### config.mk
export PLATFORM = sky130hd
export DESIGN_NAME = uart_tx
export DESIGN_NICKNAME = d
export VERILOG_FILES = /design/src/rtl/uart_pkg.sv /design/src/rtl/uart_tx_bit_timer.sv /design/src/rtl/uart_tx.sv
export SDC_FILE = /design/constraint.sdc
export NUM_CORES = 1
export LEC_CHECK = 0
export BUFFER_PORTS_ARGS = -buffer_cell sky130_fd_sc_hd__buf_2
export CORE_ASPECT_RATIO = 1.25
export CORE_MARGIN = 4
export CORE_UTILIZATION = 55
export CTS_BUF_LIST = sky130_fd_sc_hd__clkbuf_8
export CTS_CLUSTER_DIAMETER = 50
export CTS_CLUSTER_SIZE = 16
export DETAILED_ROUTE_END_ITERATION = 10
export GPL_TIMING_DRIVEN = 0
export PLACE_DENSITY_LB_ADDON = 0.25
export SYNTH_ARGS = -nofsm -noshare
export SYNTH_HDL_FRONTEND = slang
export SYNTH_HIERARCHICAL = 1
export SYNTH_SLANG_ARGS = --single-unit
### constraint.sdc
create_clock -name CLK -period 3.2 [get_ports CLK]
set_input_delay 0.32 -clock CLK [delete_from_list [all_inputs] [get_ports CLK]]
set_output_delay 0.32 -clock CLK [all_outputs]
set_load 0.1 [all_outputs]
### src/rtl/uart_pkg.sv
// Shared UART definitions: FSM states, parity selectors and frame constants
// used by both the transmitter and the receiver.
package uart_pkg;

    typedef enum logic [2:0] {
        IDLE,
        START,
        DATA,
        PARITY,
        STOP
    } uart_state_e;

    localparam logic PAR_EVEN = 1'b0;
    localparam logic PAR_ODD  = 1'b1;

    localparam int FRAME_BITS_PAR   = 11;
    localparam int FRAME_BITS_NOPAR = 10;
    localparam int DEFAULT_PRESCALE = 8;

endpackage

### src/rtl/uart_tx_bit_timer.sv
// Bit-period timer for uart_tx: counts Prescale clocks per bit and tracks
// which data bit is on the line.
module uart_tx_bit_timer #(
    parameter int DATA_WIDTH     = 8,
    parameter int PRESCALE_WIDTH = 6
) (
    input  logic                      clk,
    input  logic                      rst,
    input  logic                      clear,
    input  logic                      in_data,
    input  logic [PRESCALE_WIDTH-1:0] prescale,
    output logic                      bit_done,
    output logic                      last_data_bit
);

    localparam int IDX_W = (DATA_WIDTH > 1) ? $clog2(DATA_WIDTH) : 1;

    logic [PRESCALE_WIDTH-1:0] cnt_q, cnt_d;
    logic [IDX_W-1:0]          idx_q, idx_d;

    // prescale - 1 wraps to all-ones for prescale == 0, giving a 2**W-cycle bit.
    assign bit_done      = (cnt_q == (prescale - PRESCALE_WIDTH'(1)));
    assign last_data_bit = (idx_q == IDX_W'(DATA_WIDTH - 1));

    always_comb begin
        cnt_d = cnt_q;
        idx_d = idx_q;
        if (clear) begin
            cnt_d = '0;
            idx_d = '0;
        end else begin
            cnt_d = bit_done ? '0 : cnt_q + 1'b1;
            if (bit_done && in_data) begin
                idx_d = idx_q + 1'b1;
            end
        end
    end

    always_ff @(posedge clk or posedge rst) begin
        if (rst) begin
            cnt_q <= '0;
            idx_q <= '0;
        end else begin
            cnt_q <= cnt_d;
            idx_q <= idx_d;
        end
    end

endmodule

### src/rtl/uart_tx.sv
// UART transmitter: captures a byte on Data_Valid and serialises it LSB-first
// as start + data + optional parity + stop, Prescale clocks per bit.
module uart_tx
    import uart_pkg::*;
#(
    parameter int DATA_WIDTH     = 8,
    parameter int PRESCALE_WIDTH = 6
) (
    input  logic                      CLK,
    input  logic                      RST,
    input  logic [DATA_WIDTH-1:0]     P_DATA,
    input  logic                      Data_Valid,
    input  logic [PRESCALE_WIDTH-1:0] Prescale,
    input  logic                      PAR_EN,
    input  logic                      PAR_TYP,
    output logic                      TX_OUT,
    output logic                      busy
);

    uart_state_e               state_q, state_d;
    logic [DATA_WIDTH-1:0]     shift_q, shift_d;
    logic                      par_en_q, par_en_d;
    logic                      par_bit_q, par_bit_d;
    logic [PRESCALE_WIDTH-1:0] presc_q, presc_d;
    logic                      tx_q, tx_d;
    logic                      busy_q, busy_d;

    logic bit_done;
    logic last_data_bit;
    logic timer_clear;
    logic in_data;

    assign timer_clear = (state_q == IDLE);
    assign in_data     = (state_q == DATA);

    uart_tx_bit_timer #(
        .DATA_WIDTH    (DATA_WIDTH),
        .PRESCALE_WIDTH(PRESCALE_WIDTH)
    ) u_bit_timer (
        .clk          (CLK),
        .rst          (RST),
        .clear        (timer_clear),
        .in_data      (in_data),
        .prescale     (presc_q),
        .bit_done     (bit_done),
        .last_data_bit(last_data_bit)
    );

    // tx_d is the level for the bit being entered, so TX_OUT is a plain flop.
    always_comb begin
        state_d   = state_q;
        shift_d   = shift_q;
        par_en_d  = par_en_q;
        par_bit_d = par_bit_q;
        presc_d   = presc_q;
        tx_d      = tx_q;
        busy_d    = busy_q;
        case (state_q)
            IDLE: begin
                tx_d   = 1'b1;
                busy_d = 1'b0;
                if (Data_Valid) begin
                    shift_d   = P_DATA;
                    par_en_d  = PAR_EN;
                    par_bit_d = (^P_DATA) ^ (PAR_TYP == PAR_ODD);
                    presc_d   = Prescale;
                    state_d   = START;
                    tx_d      = 1'b0;
                    busy_d    = 1'b1;
                end
            end
            START: begin
                if (bit_done) begin
                    state_d = DATA;
                    tx_d    = shift_q[0];
                end
            end
            DATA: begin
                if (bit_done) begin
                    if (last_data_bit) begin
                        state_d = par_en_q ? PARITY : STOP;
                        tx_d    = par_en_q ? par_bit_q : 1'b1;
                    end else begin
                        shift_d = shift_q >> 1;
                        tx_d    = shift_q[1];
                    end
                end
            end
            PARITY: begin
                if (bit_done) begin
                    state_d = STOP;
                    tx_d    = 1'b1;
                end
            end
            STOP: begin
                if (bit_done) begin
                    state_d = IDLE;
                    tx_d    = 1'b1;
                    busy_d  = 1'b0;
                end
            end
            default: begin
                state_d = IDLE;
                tx_d    = 1'b1;
                busy_d  = 1'b0;
            end
        endcase
    end

    always_ff @(posedge CLK or posedge RST) begin
        if (RST) begin
            state_q   <= IDLE;
            shift_q   <= '0;
            par_en_q  <= 1'b0;
            par_bit_q <= 1'b0;
            presc_q   <= '0;
            tx_q      <= 1'b1;
            busy_q    <= 1'b0;
        end else begin
            state_q   <= state_d;
            shift_q   <= shift_d;
            par_en_q  <= par_en_d;
            par_bit_q <= par_bit_d;
            presc_q   <= presc_d;
            tx_q      <= tx_d;
            busy_q    <= busy_d;
        end
    end

    assign TX_OUT = tx_q;
    assign busy   = busy_q;

endmodule

==> results_dict.tcl <==
set metrics [dict create \
    status "finished, final reports clean" \
    drtIter0Drc 56 \
    pwr-share-clk_pct 41.9 \
    synth-async-reset-ratio_pct 100 \
    die_h_um 71.3 \
    grt_util_met1_pct 20.6 \
    ys_ff_latch 30 \
    syn_area_um2 1760 \
    combPwrFrac_pct 6.6 \
    critPathSlowestCell "or4_1" \
    netlist.area_leader.share_pct 41.2 \
    cts.repair.resized 0 \
    layout_commonest_cell "dfrtp_1" \
    cp-end-kind "flop" \
    fp.dieArea_um2 4180 \
    rr_worst_depth 9 \
    grt_max_degree 22 \
    crit_arrival_ps 3190 \
    cap_violations 0 \
    synthTopCellsByArea "dfrtp_1 41%, mux2_4 6.8%, xnor2_1 6.0%, mux2i_1 5.7%, nor2_1 3.2%" \
    netSwitchingPower_uw 164 \
    dpl.hpwl_um 2730 \
    final_layout_size_suffix_gt1_share_pct 24.6 \
    gp_congestion 0.825 \
    cts_tree "done" \
    clock_sinks 30 \
    finalPower_uw 737 \
    avgSynthCellArea_um2 10.6 \
    start_kind "flop" \
    required_ps 3360 \
    tightest_slew_ps 854 \
    path_class "flop to flop" \
    fmax_mhz 330 \
    crit_fanout 10 \
    period_share_pct 94.7 \
    h-tree-depth 2 \
    clkTransAtPathRegs_ps 60 \
    synth_nets 189 \
    hold_slack_ps 267 \
    ys_types 41 \
    wirelength_um 3570 \
    dpl-instance-area_um2 1910 \
    num_antenna_cells 0 \
    antenna_left 0 \
    synth_cells 166 \
    core_um2 3000 \
    fin_skew_ps 3.35 \
    final_cell_mix "29 x dfrtp_1, 21 x buf_2, 15 x nor2_1, 12 x xnor2_1" \
    grtUsageMet3_pct 5.59 \
    grt_pass1_vias 1458 \
    drtPass1Iterations 4 \
    nets 217 \
    rows 22 \
    fin_cells 231 \
    seq_power_share_pct 51.4 \
    grt_first_pass_wirelength_um 6330 \
    crit_chain "or4_1 -> or3_1 -> a2111o_1 -> nor2_1 -> and3b_1 -> o21ai_2 -> buf_4 -> nand2_1 -> o21ai_1" \
    io_pins 21 \
    synth_top_cell_by_area "dfrtp_1" \
    slew_headroom_pct 43.0 \
    final_core_util_pct 66.9 \
    syn2layout_area_growth_pct 14.0 \
    drc 0 \
    p_int_uw 574 \
    grtUsageMet2_pct 36.8 \
    clock_latency_ps 280 \
    placedCellCount 222 \
    grt_overflow 0 \
    dieWidth_um 58.6 \
    vias 1293 \
    period_needed_ps 3030 \
    numPortBuffers 20 \
    fin_setup_tns_ps 0 \
    antenna_found_initial 0 \
    clockBufferDepth 2 \
    wl_per_cell_um 15.5 \
    swShare_pct 22.2 \
    peakVddDrop_uv 333 \
    setup_ws_ps 168 \
    p_per_area_nw_per_um2 367 \
    vias_per_cell 5.60 \
    timing.final.hold_violations 0 \
    hold_path_depth 2 \
    cts-root-buf "clkbuf_8" \
    reg2reg_setup_slack_ps 170 \
    setup_viol 0 \
    cts_buffers 5 \
    hold_path.class "input pin to flop" \
    ys_warn_count 6 \
    rsz0062_at_grt "false" \
    synth-edff-count 0 \
    ys_seq_area_share_pct 42.7 \
    power.leakage_nw 0.931 \
    start_util_pct 58.7 \
    fin_area_um2 2010 \
    drv_slew 0 \
    top_usage_layer "met2" \
    slowest_delay_ps 550 \
    synth_flop_cell "dfrtp_1" \
    pre_cts_ws_ps 198 \
    grtUsageTotal_pct 20.2 \
]
sequential cells by signal, summed over array words and instances, names as in the netlist:
signal             count
shift_q                8
busy                   1
presc_q                6
par_bit_q              1
state_q                3
par_en_q               1
TX_OUT                 1
u_bit_timer/idx_q      3
u_bit_timer/cnt_q      6
power groups by stage:
stage / combinational [mW] / clock (mW) / sequential (mW)
2_1_floorplan: 0.0280 / 0 / 0.386
3_3_place_gp: 0.0452 / 0 / 0.386
3_5_place_dp: 0.0486 / 0 / 0.386
4_1_cts: 0.0498 / 0.321 / 0.379
5_1_grt: 0.0531 / 0.337 / 0.379
6_report: 0.0488 / 0.309 / 0.379
cells by family after synthesis:
family / synth area share [%]
and+or+nand+nor: 16.8
buffers and inverters: 4.55
xor gates and xnor gates: 9.23
AOI/OAI and AO/OA: 10.7
adders and majority gates: 2.84
DFF: 42.7
muxes: 13.1
area by class of cell:
class,instances,area (µm²)
clock buffer,6,82.6
clock inverter,2,8.76
timing repair buffer,21,110
buffer,5,46.3
fill,238,992
sequential,30,752
tap,36,45.0
inverter,9,33.8
multi-input combinational,122,930
synth_stat cells, drive strengths merged, types with 2 or more instances:
master and n:
nor3 4, xnor2 12, nor2b 4, dfrtp 29, a21oi 3, nand3 2
buf 5, o21ai 15, mux2 9, nand2b 7, and3b 2, nand2 12
o21bai 2, xor2 4, or3 2, a31oi 2, mux2i 10, inv 9
nor2 15, ha 4
per-layer routing:
layer | vias up | share of wire, %
li1 | 625 | -
met1 | 634 | 38
met2 | 25 | 55
met3 | 9 | 4.3
met4 | 0 | 2.7
met5 | - | 0
what timing repair did:
action / in CTS / in global routing
hold buffers: 1 / 0
endpoints found under the setup margin: 0 / 0
setup buffers: 0 / 0
endpoints found under the hold margin: 9 / 0
worst paths after layout:
path,startpoint,to
worst max-delay path,presc_q[0],shift_q[6]
worst min-delay path,Prescale[1],presc_q[1]
worst max register to register,presc_q[0],shift_q[6]
worst min register to register,shift_q[5],shift_q[5]
max in group asynchronous,RST,presc_q[5]
min in group asynchronous,RST,u_bit_timer/cnt_q[0]
critical path, delay by kind of cell (launching register included):
| family | cells | cell delay, ps |
|---|---|---|
| buf+inv | 1 | 210 |
| flops | 1 | 430 |
| compound gates | 3 | 660 |
| simple gates | 5 | 1610 |
(Power assumes the default switching activity.)
